<file path="config.mk">
export PLATFORM = sky130hd
export DESIGN_NAME = branch_predict_resolve
export DESIGN_NICKNAME = d
export VERILOG_FILES = /design/src/rtl/branch_predict_resolve_pkg.sv /design/src/rtl/branch_predict_resolve_condition_eval.sv /design/src/rtl/branch_predict_resolve.sv
export SDC_FILE = /design/constraint.sdc
export NUM_CORES = 1
export LEC_CHECK = 0
export BUFFER_PORTS_ARGS = -buffer_cell sky130_fd_sc_hd__buf_2
export CAP_MARGIN = 20
export CORE_ASPECT_RATIO = 2
export CORE_MARGIN = 5
export CORE_UTILIZATION = 40
export DETAILED_ROUTE_END_ITERATION = 8
export GPL_TIMING_DRIVEN = 0
export PLACE_DENSITY = 0.58
export REMOVE_ABC_BUFFERS = 1
export SLEW_MARGIN = 30
export SYNTH_ARGS = -nofsm -noshare
export SYNTH_HDL_FRONTEND = slang
export SYNTH_HIERARCHICAL = 1
export SYNTH_SLANG_ARGS = --single-unit
</file>
<file path="constraint.sdc">
create_clock -name clk -period 4.4 [get_ports clk]
set_input_delay 0.44 -clock clk [delete_from_list [all_inputs] [get_ports clk]]
set_output_delay 0.44 -clock clk [all_outputs]
set_load 0.02 [all_outputs]
</file>
<file path="src/rtl/branch_predict_resolve_pkg.sv">
// HighLevelControl: shared control-path types for the branch predict/resolve block.
//   pcSrc            : PC source select driven into the PC mux.
//   conditionalPCSrc : branch comparison type; 3'd7 is unencoded.
//   bhtCounter       : 2-bit saturating branch-history counter.
//   bht_train()      : saturating counter update.
package HighLevelControl;

    typedef enum logic [1:0] {
        PCp4_I    = 2'b00,
        Branch_C  = 2'b01,
        Jump_C    = 2'b10,
        JumpReg_C = 2'b11
    } pcSrc;

    typedef enum logic [2:0] {
        NO_BRANCH = 3'd0,
        BEQ       = 3'd1,
        BNE       = 3'd2,
        BLT       = 3'd3,
        BGE       = 3'd4,
        BLTU      = 3'd5,
        BGEU      = 3'd6
    } conditionalPCSrc;

    typedef logic [1:0] bhtCounter;

    localparam bhtCounter BHT_STRONG_NT = 2'b00;
    localparam bhtCounter BHT_WEAK_NT   = 2'b01;
    localparam bhtCounter BHT_WEAK_T    = 2'b10;
    localparam bhtCounter BHT_STRONG_T  = 2'b11;
    localparam bhtCounter BHT_RESET     = BHT_WEAK_NT;

    // Move one step toward the resolved direction, saturating at both ends.
    function automatic bhtCounter bht_train(input bhtCounter c, input logic taken);
        bhtCounter r;
        r = c;
        if (taken) begin
            if (c != BHT_STRONG_T) r = c + 2'd1;
        end else begin
            if (c != BHT_STRONG_NT) r = c - 2'd1;
        end
        return r;
    endfunction

endpackage

</file>
<file path="src/rtl/branch_predict_resolve_condition_eval.sv">
// branch_condition_eval: combinational branch resolution.
//   PCSrc_i, ConditionalPCSrc_i    : decoded PC source and branch type
//   Zero_i/Carry_i/Negative_i/oVerflow_i : ALU flags from the compare subtraction
//   PCSrcPostConditional_o         : resolved PC source
//   Taken_o                        : branch taken (0 for non-conditional)
//   IsConditional_o                : branch type is one of the six conditionals
module branch_condition_eval
    import HighLevelControl::*;
(
    input  pcSrc            PCSrc_i,
    input  conditionalPCSrc ConditionalPCSrc_i,
    input  logic            Zero_i,
    input  logic            Carry_i,
    input  logic            Negative_i,
    input  logic            oVerflow_i,
    output pcSrc            PCSrcPostConditional_o,
    output logic            Taken_o,
    output logic            IsConditional_o
);

    always_comb begin
        Taken_o         = 1'b0;
        IsConditional_o = 1'b1;
        case (ConditionalPCSrc_i)
            BEQ:     Taken_o = Zero_i;
            BNE:     Taken_o = ~Zero_i;
            BLT:     Taken_o = Negative_i ^ oVerflow_i;
            BGE:     Taken_o = ~(Negative_i ^ oVerflow_i);
            BLTU:    Taken_o = Carry_i;
            BGEU:    Taken_o = ~Carry_i;
            // NO_BRANCH and the unencoded value both fall through untouched
            default: IsConditional_o = 1'b0;
        endcase
    end

    always_comb begin
        PCSrcPostConditional_o = PCSrc_i;
        if (IsConditional_o)
            PCSrcPostConditional_o = Taken_o ? Branch_C : PCp4_I;
    end

endmodule

</file>
<file path="src/rtl/branch_predict_resolve.sv">
// branch_predict_resolve: execute-stage branch resolver with a BHT of 2-bit
// saturating counters.
//   clk, reset            : clock, synchronous active-high reset
//   PC_F / PredictTaken_F : fetch PC and its combinational prediction
//   PC_C, Valid_C, PCSrc_C, ConditionalPCSrc_C, PredictedTaken_C, ALU flags :
//                           computational-stage instruction
//   PCSrcPostConditional_C, ActualTaken_C, Mispredict_C : resolution results
// Optional macro BRANCH_PERF_CNT_EN adds BranchCount / MispredictCount.
module branch_predict_resolve
    import HighLevelControl::*;
#(
    parameter int XLEN      = 32,
    parameter int BHT_DEPTH = 64,
    parameter int BHT_IDX_W = $clog2(BHT_DEPTH)
) (
    input  logic            clk,
    input  logic            reset,
    input  logic [XLEN-1:0] PC_F,
    output logic            PredictTaken_F,
    input  logic [XLEN-1:0] PC_C,
    input  logic            Valid_C,
    input  pcSrc            PCSrc_C,
    input  conditionalPCSrc ConditionalPCSrc_C,
    input  logic            PredictedTaken_C,
    input  logic            Zero_C,
    input  logic            Carry_C,
    input  logic            Negative_C,
    input  logic            oVerflow_C,
    output pcSrc            PCSrcPostConditional_C,
    output logic            ActualTaken_C,
    output logic            Mispredict_C
`ifdef BRANCH_PERF_CNT_EN
    ,
    output logic [31:0]     BranchCount,
    output logic [31:0]     MispredictCount
`endif
);

    bhtCounter             bht_q [BHT_DEPTH];
    bhtCounter             bht_d;
    logic [BHT_IDX_W-1:0]  idx_f;
    logic [BHT_IDX_W-1:0]  idx_c;
    logic                  is_cond;
    logic                  taken;
    logic                  upd;

    // Word-aligned PCs: drop the byte offset, keep the low index bits.
    assign idx_f = PC_F[BHT_IDX_W+1:2];
    assign idx_c = PC_C[BHT_IDX_W+1:2];

    logic unused_pc_bits;
    assign unused_pc_bits = ^{PC_F[XLEN-1:BHT_IDX_W+2], PC_F[1:0],
                              PC_C[XLEN-1:BHT_IDX_W+2], PC_C[1:0]};

    // Reads registered state only: an update this cycle is not bypassed.
    assign PredictTaken_F = bht_q[idx_f][1];

    branch_condition_eval u_eval (
        .PCSrc_i                (PCSrc_C),
        .ConditionalPCSrc_i     (ConditionalPCSrc_C),
        .Zero_i                 (Zero_C),
        .Carry_i                (Carry_C),
        .Negative_i             (Negative_C),
        .oVerflow_i             (oVerflow_C),
        .PCSrcPostConditional_o (PCSrcPostConditional_C),
        .Taken_o                (taken),
        .IsConditional_o        (is_cond)
    );

    assign ActualTaken_C = taken;
    assign upd           = Valid_C & is_cond;
    assign Mispredict_C  = upd & (taken != PredictedTaken_C);
    assign bht_d         = bht_train(bht_q[idx_c], taken);

    // Reset wins over a same-cycle training update.
    always_ff @(posedge clk) begin
        if (reset) begin
            for (int i = 0; i < BHT_DEPTH; i++) bht_q[i] <= BHT_RESET;
        end else if (upd) begin
            bht_q[idx_c] <= bht_d;
        end
    end

`ifdef BRANCH_PERF_CNT_EN
    logic [31:0] branch_cnt_q,  branch_cnt_d;
    logic [31:0] mispred_cnt_q, mispred_cnt_d;

    assign branch_cnt_d  = branch_cnt_q  + {31'd0, upd};
    assign mispred_cnt_d = mispred_cnt_q + {31'd0, Mispredict_C};

    always_ff @(posedge clk) begin
        if (reset) begin
            branch_cnt_q  <= '0;
            mispred_cnt_q <= '0;
        end else begin
            branch_cnt_q  <= branch_cnt_d;
            mispred_cnt_q <= mispred_cnt_d;
        end
    end

    assign BranchCount     = branch_cnt_q;
    assign MispredictCount = mispred_cnt_q;
`endif

endmodule

</file>
==> summary.md, run 1 <==
| Metric | Value |
|---|---|
| Status | `finished, final reports clean` |
| Final #Nets | `about 700` |
| Mapped cell area | `roughly 0.0073 mm2` |
| Row cnt | `70` |
| Maximum vdd drop | `221 uV` |
| Final setup violation count | `0` |
| Chip width | `about 110 um` |
| Worst Hold End | `bht_q[11][0]` |
| Register with the most flip-flops | `bht_q` |
| CTS H-tree depth | `4` |
| Worst-Margin Slew | `~1.1 ns` |
| Setup crit end kind | `register` |
| Sequential share of the synthesized area | `0.527` |
| Post-CTS sizing | `0` |
| RSZ-0062 raised after global routing | `no` |
| Ratio of cells with drive above 1 in the final layout | `0.188` |
| R2R Path End | `bht_q[58][0]` |
| Port bufs | `29` |
| R2R depth | `7` |
| Worst Skew | `0.00721 ns` |
| Power, Total | `3.14 mW` |
| Commonest non-fill, non-tap cell in the layout | `edfxtp_1` |
| Fin. Hold Viols | `0` |
| Hold Crit Depth | `3` |
| DRT Wirelength | `about 22000 um` |
| Vias in the first global route | `5499` |
| FF-to-FF setup slack | `slightly above 1 ns` |
| I/O pins | `between 80 and 90` |
| Worst EP arrival | `between 3 and 4 ns` |
| Syn_area_per_cell | `approximately 11 um2` |
| Type of the most critical hold path | `input port to register` |
| # DRC | `0` |
| Syn-to-layout area delta | `9.56%` |
| Non-filler cells, final | `about 850` |
| GR Util met1 | `0.212` |
| GRT overflow | `0` |
| Drt wl/cell | `about 25 um` |
| Clock root buffer | `clkbuf_16` |
| Drt pass-1 iters | `5` |
| Post-synth cell types | `59` |
| First-iteration detailed-routing DRC count | `between 500 and 600` |
| Synth area leaders | `edfxtp_1 53%, mux4_2 7.7%, mux2i_1 3.8%, nand3_1 3.8%, nor3_1 3.6%` |
| Hold WS | `roughly 0.56 ns` |
| Setup repair bufs after CTS | `0` |
| Top-area cell type share of the netlist area | `0.527` |
| Cts hold-fix bufs | `0` |
| FFs w/ async S/R, synth | `0` |
| Post-detailed-placement half-perimeter wirelength | `roughly 15000 um` |
| Crit Path Max Fanout | `between 60 and 70` |
| Final min period | `around 3.9 ns` |
| Placed cells | `around 820` |
| Area leader, netlist | `edfxtp_1` |
| Syn Inst Count | `637` |
| CP Class | `input port to register` |
| Die H | `around 200 um` |
| Max reg flops | `approximately 130` |
| Hold path startpoint | `PC_C[6]` |
| Pin count of the biggest net entering global routing | `around 70` |
| Largest regs | `bht_q: 128 flops` |
| Num CTS Buffers | `17` |
| Most Crowded Layer GR | `met2` |
| R2r startpoint | `bht_q[6][1]` |
| Period utilisation layout | `0.881` |
| Slew HR | `0.250` |
| Die area | `0.0212 mm2` |
| Max cap viols | `0` |
| Commonest non-fill, non-tap cells in the layout | `128 x edfxtp_1, 56 x nand3_1, 52 x nor3_1, 50 x nand2_1, 44 x nor2_1` |
| Initial antenna violation count | `0` |
| Global Route met2 Usage | `0.366` |
| Nature of the critical path startpoint | `input port` |
| Pwr/cell area | `about 400 mW/mm2` |
| Critical path required time | `about 4.5 ns` |
| Clk_lat worst skew | `about 0.42 ns` |
| First-pass GRT wire length | `32400 um` |
| Dpl cell area | `approximately 0.0074 mm2` |
| Finished Cell Area | `approximately 0.008 mm2` |
| Clock Path Buffers | `2` |
| EDFF count, synth | `between 100 and 150` |
| Setup ws final | `between 0.5 and 0.6 ns` |
| Synth warn | `6` |
| Clock sink total | `about 130` |
| Clock Pin Slew Worst Setup and Hold Paths | `roughly 0.05 ns` |
| GRT Overall Usage | `0.205` |
| Ys flop type | `edfxtp_1` |
| Detail Route Antenna Nets | `0` |
| ANT cells | `0` |
| Finished Core Util | `0.441` |
| F_max | `between 200 and 300 MHz` |
| Slew Limit Fails | `0` |
| Post-route setup TNS | `0 ns` |
| Vias per std cell | `roughly 6.4` |
| Vias | `roughly 5500` |
| Pre-CTS WS | `~0.17 ns` |
| Register bit total from synthesis | `128` |
| Core area | `0.0181 mm2` |
| Gpl congestion | `between 0.8 and 0.9` |
| LEAKAGE | `approximately 2.4 nW` |
| CTS tree | `yes` |
| Global-route track usage on met3 | `0.0293` |
| Initial Util | `0.402` |
where the power goes:
part,switching [mW],internal (mW)
Combinational,0.266,0.124
Clock,0.492,0.868
Sequential,0.0175,1.37
worst max-delay path by stage:
stage                  from  slack (ns)            to  cells after the start
finish              PC_C[4]        0.52  bht_q[58][0]                      8
global route        PC_C[3]        0.42  bht_q[59][0]                      8
CTS                 PC_C[4]        0.61  bht_q[55][0]                      8
detailed placement  PC_C[4]        0.17  bht_q[62][0]                      8
global placement    PC_C[4]       -1.63   bht_q[2][1]                      8
floorplan           PC_C[2]        0.97   bht_q[0][1]                      7
critical path, stage by stage:
cell	delay, ns
buf_4	0.62
nor2_1	0.31
a32o_1	0.34
o41a_1	0.41
or4_1	0.48
nor3_1	0.32
maj3_4	0.80
nand3_1	0.17
per-layer routing:
metal | part of all wire | up-vias
met5 | 0 | -
met4 | 0.077 | 0
met3 | 0.062 | 83
met2 | 0.53 | 291
met1 | 0.33 | 2699
li1 | - | 2386
area by class of cell:
cell class / count / area [um2]
Timing Repair Buffer: 32 / 185
Clock buffer: 19 / 433
Clock inverter: 10 / 121
Fill cell: 1682 / 10100
Sequential cell: 128 / 3840
Tap cell: 216 / 270
Inverter: 4 / 15.0
Multi-Input combinational cell: 439 / 3120
cells in the mapped netlist, drive strengths merged, types with 2 or more instances:
| cell | instances |
|---|---|
| maj3 | 2 |
| and2 | 2 |
| mux2 | 6 |
| o21bai | 32 |
| nor2 | 47 |
| or4 | 2 |
| nand2b | 18 |
| and3b | 2 |
| nand3 | 56 |
| a221o | 3 |
| nor3 | 54 |
| a22o | 2 |
| edfxtp | 128 |
| nand2 | 50 |
| xnor2 | 2 |
| o21ai | 8 |
| nor2b | 10 |
| a211oi | 3 |
| o211ai | 2 |
| buf | 30 |
| or2 | 17 |
| a22oi | 14 |
| a21oi | 2 |
| o22ai | 5 |
| nand3b | 8 |
| a31oi | 6 |
| a32oi | 4 |
| mux2i | 28 |
| and3 | 10 |
| o32a | 2 |
| inv | 3 |
| nor3b | 4 |
| mux4 | 25 |
| clkbuf | 36 |
| o22a | 4 |
kinds of logic (layout without fill, tap and decap cells):
group	count (synthesis)	after routing	synth area share
DFF	128	128	0.527
buffers and inverters	70	65	0.0493
muxes	59	59	0.125
AOI/OAI and AO/OA	93	93	0.0961
xor gates and xnor gates	2	2	0.00240
adders and majority gates	2	2	0.00292
and+or+nand+nor	283	283	0.197
Power figures use the tool's default switching activity.
==> run 2: changes to the inputs <==
CTS_BUF_LIST = sky130_fd_sc_hd__clkbuf_16   (was default)
SYNTH_HIERARCHICAL = default   (was 1)
==> run 2 against run 1 <==
Effect of this change: sequential cell count is the same; worst setup slack improved by 0.11 ns; register-to-register slack better by 0.14 ns; die area is 0.74% lower; cell count increased by 0.71%; worst hold slack lost 0.11 ns; fmax rose by 3.0%; synthesized cell count grew 0.94%; sequential power is essentially flat; critical endpoint is now bht_q[3][0]; largest cell class unchanged.
==> summary.md, run 2 <==
| Metric | Value |
|---|---|
| Status | `finished, final reports clean` |
| Gpl congestion | `0.831` |
| Drt pass-1 iters | `5` |
| Type of the most critical hold path | `input port to register` |
| Power, Total | `slightly above 3 mW` |
| GRT Overall Usage | `0.196` |
| First-pass GRT wire length | `between 30000 and 40000 um` |
| Cts hold-fix bufs | `0` |
| CP Cell Sequence | `buf_4, clkinv_1, a221o_1, a21oi_1, o211ai_1, nor4_1, maj3_4, nand4_1` |
| Worst path slowest cell | `maj3_4` |
| Vias per std cell | `6.34` |
| Commonest non-fill, non-tap cells in the layout | `128 x edfxtp_1, 64 x nand2_1, 54 x nor2_1, 48 x nand3_1, 45 x nor3_1` |
| Detail Route Antenna Nets | `0` |
| CP Class | `input port to register` |
| Synth cell count leaders | `128 x edfxtp_1, 64 x nand2_1, 59 x nor2_1` |
| CTS H-tree depth | `4` |
| Setup crit end kind | `register` |
| EDFF count, synth | `128` |
| Nature of the critical path startpoint | `input port` |
| Placed cells | `821` |
| Seq pwr share | `0.449` |
| Syn Inst Count | `643` |
| Combinational share of power | `0.129` |
| DRT Wirelength | `between 20000 and 25000 um` |
| Period utilisation layout | `0.855` |
| ANT cells | `0` |
| Clock Pin Slew Worst Setup and Hold Paths | `0.06 ns` |
| Worst EP arrival | `3.88 ns` |
| Hold Crit Depth | `2` |
| P_int | `about 2.3 mW` |
| R2R depth | `7` |
| Crit Path Max Fanout | `between 60 and 70` |
| Drt wl/cell | `about 24 um` |
| Top Layer Used | `met4` |
| Vias | `between 5000 and 6000` |
| Register with the most flip-flops | `bht_q` |
| Initial Util | `0.407` |
| Area leader, netlist | `edfxtp_1` |
| CTS tree | `yes` |
| Fin. Hold Viols | `0` |
| Pwr/cell area | `389 mW/mm2` |
| Synth area leaders | `edfxtp_1 53%, mux4_2 7.2%, mux2i_1 4.3%, nand3_1 3.3%, nand2_1 3.3%` |
| Die area | `approximately 0.021 mm2` |
| Sequential share of the synthesized area | `0.531` |
| Initial antenna violation count | `0` |
| Post-CTS sizing | `0` |
| First-iteration detailed-routing DRC count | `roughly 510` |
| Chip width | `about 110 um` |
| Switching power | `0.821 mW` |
| Post-Route M1 WL | `roughly 7400 um` |
| Slew HR | `0.314` |
| Port bufs | `29` |
| Switching share of total power | `0.266` |
| GRT overflow | `0` |
| Max reg flops | `128` |
| CP max stage delay | `about 0.84 ns` |
| # fillers | `~1600` |
| Syn-to-layout area delta | `9.62%` |
| Largest regs | `bht_q: 128 flops` |
| Worst Skew | `just over 0.006 ns` |
| Ys flop type | `edfxtp_1` |
| Worst Setup SP | `PC_C[4]` |
| FFs w/ async S/R, synth | `0` |
| Final #Nets | `just over 700` |
| Most common cell in the netlist | `edfxtp_1` |
| Critical path required time | `~4.5 ns` |
| Detail Route met3 WL | `approximately 1300 um` |
| Worst-Margin Slew | `approximately 1.0 ns` |
| Clock network power share | `0.422` |
| Pin count of the biggest net entering global routing | `68` |
| Setup repair bufs after CTS | `0` |
| Row cnt | `69` |
| Max cap viols | `0` |
| Mapped cell area | `slightly above 0.007 mm2` |
| Clock Path Buffers | `2` |
| Final setup violation count | `0` |
| Ratio of cells with drive above 1 in the final layout | `0.197` |
| Core area | `~0.018 mm2` |
| Final min period | `about 3.8 ns` |
| Met2 routed WL | `~11000 um` |
| Finished Cell Area | `approximately 0.0079 mm2` |
| RSZ-0062 raised after global routing | `no` |
| # DRC | `0` |
| LEAKAGE | `roughly 2.5 nW` |
| Synth warn | `0` |
| Slew Limit Fails | `0` |
| F_max | `between 200 and 300 MHz` |
| Clock root buffer | `clkbuf_16` |
| Post-detailed-placement half-perimeter wirelength | `between 10000 and 15000 um` |
| Non-filler cells, final | `~850` |
| Vias in the first global route | `about 5400` |
| Clk_lat worst skew | `between 0.4 and 0.5 ns` |
| Register bit total from synthesis | `between 100 and 150` |
| Post-route setup TNS | `0 ns` |
| R2r startpoint | `bht_q[22][1]` |
| Num CTS Buffers | `17` |
| Die H | `around 200 um` |
| Dpl cell area | `0.00736 mm2` |
| Post-synth cell types | `between 50 and 60` |
| Top-area cell type share of the netlist area | `0.531` |
| I/O pins | `a little over 80` |
| Clock sink total | `between 100 and 150` |
| Hold path startpoint | `PC_C[5]` |
| Maximum vdd drop | `267 uV` |
| Commonest non-fill, non-tap cell in the layout | `edfxtp_1` |
| Syn_area_per_cell | `roughly 11 um2` |
[run 2: cell count changes in the layout (fill, tap and decap cells not counted), sizes merged, moves of 6 or more]
cell,delta
a22oi,-7
o21bai,-10
nand2b,+8
o22ai,+9
nor3,-9
nor2b,-7
nor2,+12
nand4,+6
a221oi,+6
a21oi,+6
clkinvlp,+6
nand2,+14
and3,-8
nand3,-8
[run 2: worst max-delay path: cells and delay by family]
| family | cells | cell delay [ns] |
|---|---|---|
| buf+inv | 2 | 1.18 |
| simple gates | 2 | 0.61 |
| compound gates | 3 | 0.75 |
| fa+ha+maj | 1 | 0.84 |
[run 2: power by group through the flow]
| stage | registers (mW) | clock network [mW] | logic (mW) |
|---|---|---|---|
| 2_1_floorplan | 1.40 | 0 | 0.223 |
| 3_3_place_gp | 1.41 | 0 | 0.371 |
| 3_5_place_dp | 1.41 | 0 | 0.393 |
| 4_1_cts | 1.38 | 1.31 | 0.394 |
| 5_1_grt | 1.39 | 1.36 | 0.421 |
| 6_report | 1.38 | 1.30 | 0.399 |
[run 2: layout make-up]
cell class | count | area [um2] | share of cell area
Clock inverter | 15 | 123 | 0.0155
Timing Repair Buffer | 31 | 190 | 0.0240
Tap cell | 213 | 267 | 0.0336
Clock buffer | 17 | 425 | 0.0537
Sequential cell | 128 | 3840 | 0.485
Multi-Input combinational cell | 448 | 3070 | 0.388
Inverter | 2 | 7.51 | 0.000947
[run 2: final timing paths]
path | end | slack (ns)
worst max-delay path | bht_q[3][0] | 0.64
worst min-delay path | bht_q[9][0] | 0.46
worst max register to register | bht_q[3][0] | 1.15
worst min register to register | bht_q[23][1] | 1.54
[run 2: cell families after synthesis]
logic type,share of synthesized area
xor+xnor,0.00242
simple gates,0.197
mux,0.131
buf+inv,0.0474
compound gates,0.0887
fa+ha+maj,0.00294
flops,0.531
[run 2: routing by layer]
metal	vias to the layer above	GRT usage
li1	2395	-
met1	2694	0.215
met2	260	0.353
met3	66	0.0316
met4	0	0.111
met5	-	0
[run 2: through the flow]
| step | hold WS, ns | worst slack (ns) | utilization |
|---|---|---|---|
| 2_1_floorplan | 0.591 | 1.07 | - |
| 3_3_place_gp | 0.881 | -1.70 | 0.411 |
| 3_5_place_dp | 0.880 | 0.219 | 0.414 |
| 4_1_cts | 0.441 | 0.658 | 0.445 |
| 5_1_grt | 0.444 | 0.502 | 0.446 |
| 6_report | 0.455 | 0.637 | 0.446 |
==> run 3: changes to the inputs <==
CTS_CLUSTER_DIAMETER = 150   (was default)
GPL_TIMING_DRIVEN = default   (was 0)
==> run 3 against run 2 <==
Effect of this change: sequential power hardly changed; worst hold slack better by 0.0056 ns; register-to-register slack better by 0.22 ns; non-clock buffer count is 21 higher; clock skew is 0.0017 ns higher; critical endpoint is now bht_q[19][1]; via count is 1.7% higher; worst setup slack better by 0.47 ns.
==> summary.md, run 3 (synthesized netlist as in run 2, its figures left out) <==
| Metric | Value |
|---|---|
| GRT Overall Usage | `0.205` |
| Global-route track usage on met3 | `0.0338` |
| Clock sink total | `about 130` |
| Non-filler cells, final | `approximately 870` |
| Row cnt | `between 60 and 70` |
| R2R depth | `8` |
| Finished Cell Area | `approximately 0.0080 mm2` |
| Gpl congestion | `just under 0.9` |
| Period utilisation layout | `0.749` |
| Hold WS | `approximately 0.46 ns` |
| GR Util met1 | `0.224` |
| Syn-to-layout area delta | `11.1%` |
| Setup crit end kind | `register` |
| CTS tree | `yes` |
| Max cap viols | `0` |
| I/O pins | `82` |
| Post-CTS sizing | `0` |
| Final setup violation count | `0` |
| Clock root buffer | `clkbuf_16` |
| # fillers | `between 1500 and 2000` |
| Setup repair bufs after CTS | `0` |
| Final min period | `roughly 3.3 ns` |
| F_max | `between 300 and 400 MHz` |
| Dpl cell area | `about 0.0075 mm2` |
| Cts hold-fix bufs | `0` |
| Post-route setup TNS | `0 ns` |
| Commonest non-fill, non-tap cell in the layout | `edfxtp_1` |
| Hold Crit Depth | `2` |
| Clock Path Buffers | `2` |
| Max reg flops | `around 130` |
| Register with the most flip-flops | `bht_q` |
| Vias in the first global route | `approximately 5600` |
| Worst Skew | `a little under 0.008 ns` |
| Pwr/cell area | `a little under 400 mW/mm2` |
| Core area | `around 0.018 mm2` |
| Pin count of the biggest net entering global routing | `65` |
| Status | `finished, final reports clean` |
| RSZ-0062 raised after global routing | `no` |
| DRT Wirelength | `21500 um` |
| Type of the most critical hold path | `input port to register` |
| GRT overflow | `0` |
| Most Crowded Layer GR | `met2` |
| Die area | `0.0210 mm2` |
| Initial Util | `0.407` |
| Slew Limit Fails | `0` |
| Worst EP arrival | `3.44 ns` |
| Placed cells | `843` |
| Die H | `between 200 and 250 um` |
| Clock Pin Slew Worst Setup and Hold Paths | `0.06 ns` |
| Setup ws final | `approximately 1.1 ns` |
| LEAKAGE | `between 2 and 3 nW` |
| Commonest non-fill, non-tap cells in the layout | `128 x edfxtp_1, 64 x nand2_1, 59 x nor2_1, 48 x nand3_1, 44 x nor3_1` |
| Maximum vdd drop | `about 240 uV` |
| Drt pass-1 iters | `5` |
| Detail Route Antenna Nets | `0` |
| Largest regs | `bht_q: 128 flops` |
| Pre-CTS WS | `around 0.75 ns` |
| Clk_lat worst skew | `around 0.42 ns` |
| Num CTS Buffers | `17` |
| Final #Nets | `726` |
| Vias | `roughly 5500` |
| Finished Core Util | `0.452` |
| Port bufs | `29` |
| Nature of the critical path startpoint | `input port` |
| Post-detailed-placement half-perimeter wirelength | `~15000 um` |
| Drt wl/cell | `24.6 um` |
| Global Route met2 Usage | `0.363` |
| First-iteration detailed-routing DRC count | `approximately 540` |
| Fin. Hold Viols | `0` |
| FF-to-FF setup slack | `around 1.4 ns` |
| # DRC | `0` |
| ANT cells | `0` |
| CTS H-tree depth | `4` |
| R2R Path End | `bht_q[3][0]` |
| Power, Total | `3.10 mW` |
| Vias per std cell | `6.30` |
| Hold path startpoint | `PC_C[5]` |
| Initial antenna violation count | `0` |
| R2r startpoint | `bht_q[18][1]` |
| Worst Hold End | `bht_q[8][0]` |
| Crit Path Max Fanout | `64` |
| Critical path required time | `roughly 4.5 ns` |
| Multi-input gate area | `a little over 0.003 mm2` |
| Register area | `0.00384 mm2` |
| Worst-Margin Slew | `around 0.8 ns` |
| Slew HR | `0.459` |
| First-pass GRT wire length | `about 33000 um` |
| CP Class | `input port to register` |
| Ratio of cells with drive above 1 in the final layout | `0.203` |
| Chip width | `around 110 um` |
==> run 3: cell count changes in the layout (fill, tap and decap cells not counted), moves of 4 or more <==
cell        change
inv_1           +4
clkinvlp_4      -7
nor2_1          +5
nor2_2          -5
buf_4          +20
==> run 3: how the worst max path moves through the flow <==
stage	from	slack [ns]	end	cells past startpoint
2_1_floorplan	PC_C[4]	1.07	bht_q[0][1]	7
3_3_place_gp	PC_C[3]	0.79	bht_q[6][1]	10
3_5_place_dp	PC_C[3]	0.75	bht_q[3][0]	10
4_1_cts	PC_F[2]	1.18	PredictTaken_F	5
5_1_grt	PC_C[3]	0.94	bht_q[9][0]	10
6_report	PC_C[3]	1.10	bht_q[19][1]	10
==> run 3: per-layer routing <==
| layer | vias up | wire length (um) |
|---|---|---|
| met5 | - | 0 |
| met4 | 0 | 1230 |
| met3 | 70 | 1420 |
| met2 | 294 | 11400 |
| met1 | 2711 | 7460 |
| li1 | 2433 | - |
==> run 3: layout make-up <==
class	count	area share
Timing Repair Buffer	52	0.0411
Clock inverter	14	0.0137
Clock buffer	17	0.0529
Tap cell	213	0.0332
Multi-Input combinational cell	448	0.380
Sequential cell	128	0.478
Inverter	2	0.000934
==> run 3: power breakdown <==
group / total [mW] / internal [mW] / switching, mW
sequential: 1.39 / 1.37 / 0.0168
clock: 1.30 / 0.807 / 0.494
combinational: 0.408 / 0.134 / 0.274
total: 3.10 / 2.31 / 0.785
==> run 3: worst max-delay path, stage by stage <==
cell and delay, ns:
buf_2 0.39, buf_4 0.35, mux2_4 0.32, a22o_1 0.18, o31ai_1 0.33, o211ai_1 0.17
nor4b_1 0.48, maj3_2 0.35, buf_12 0.31, nor3_1 0.09
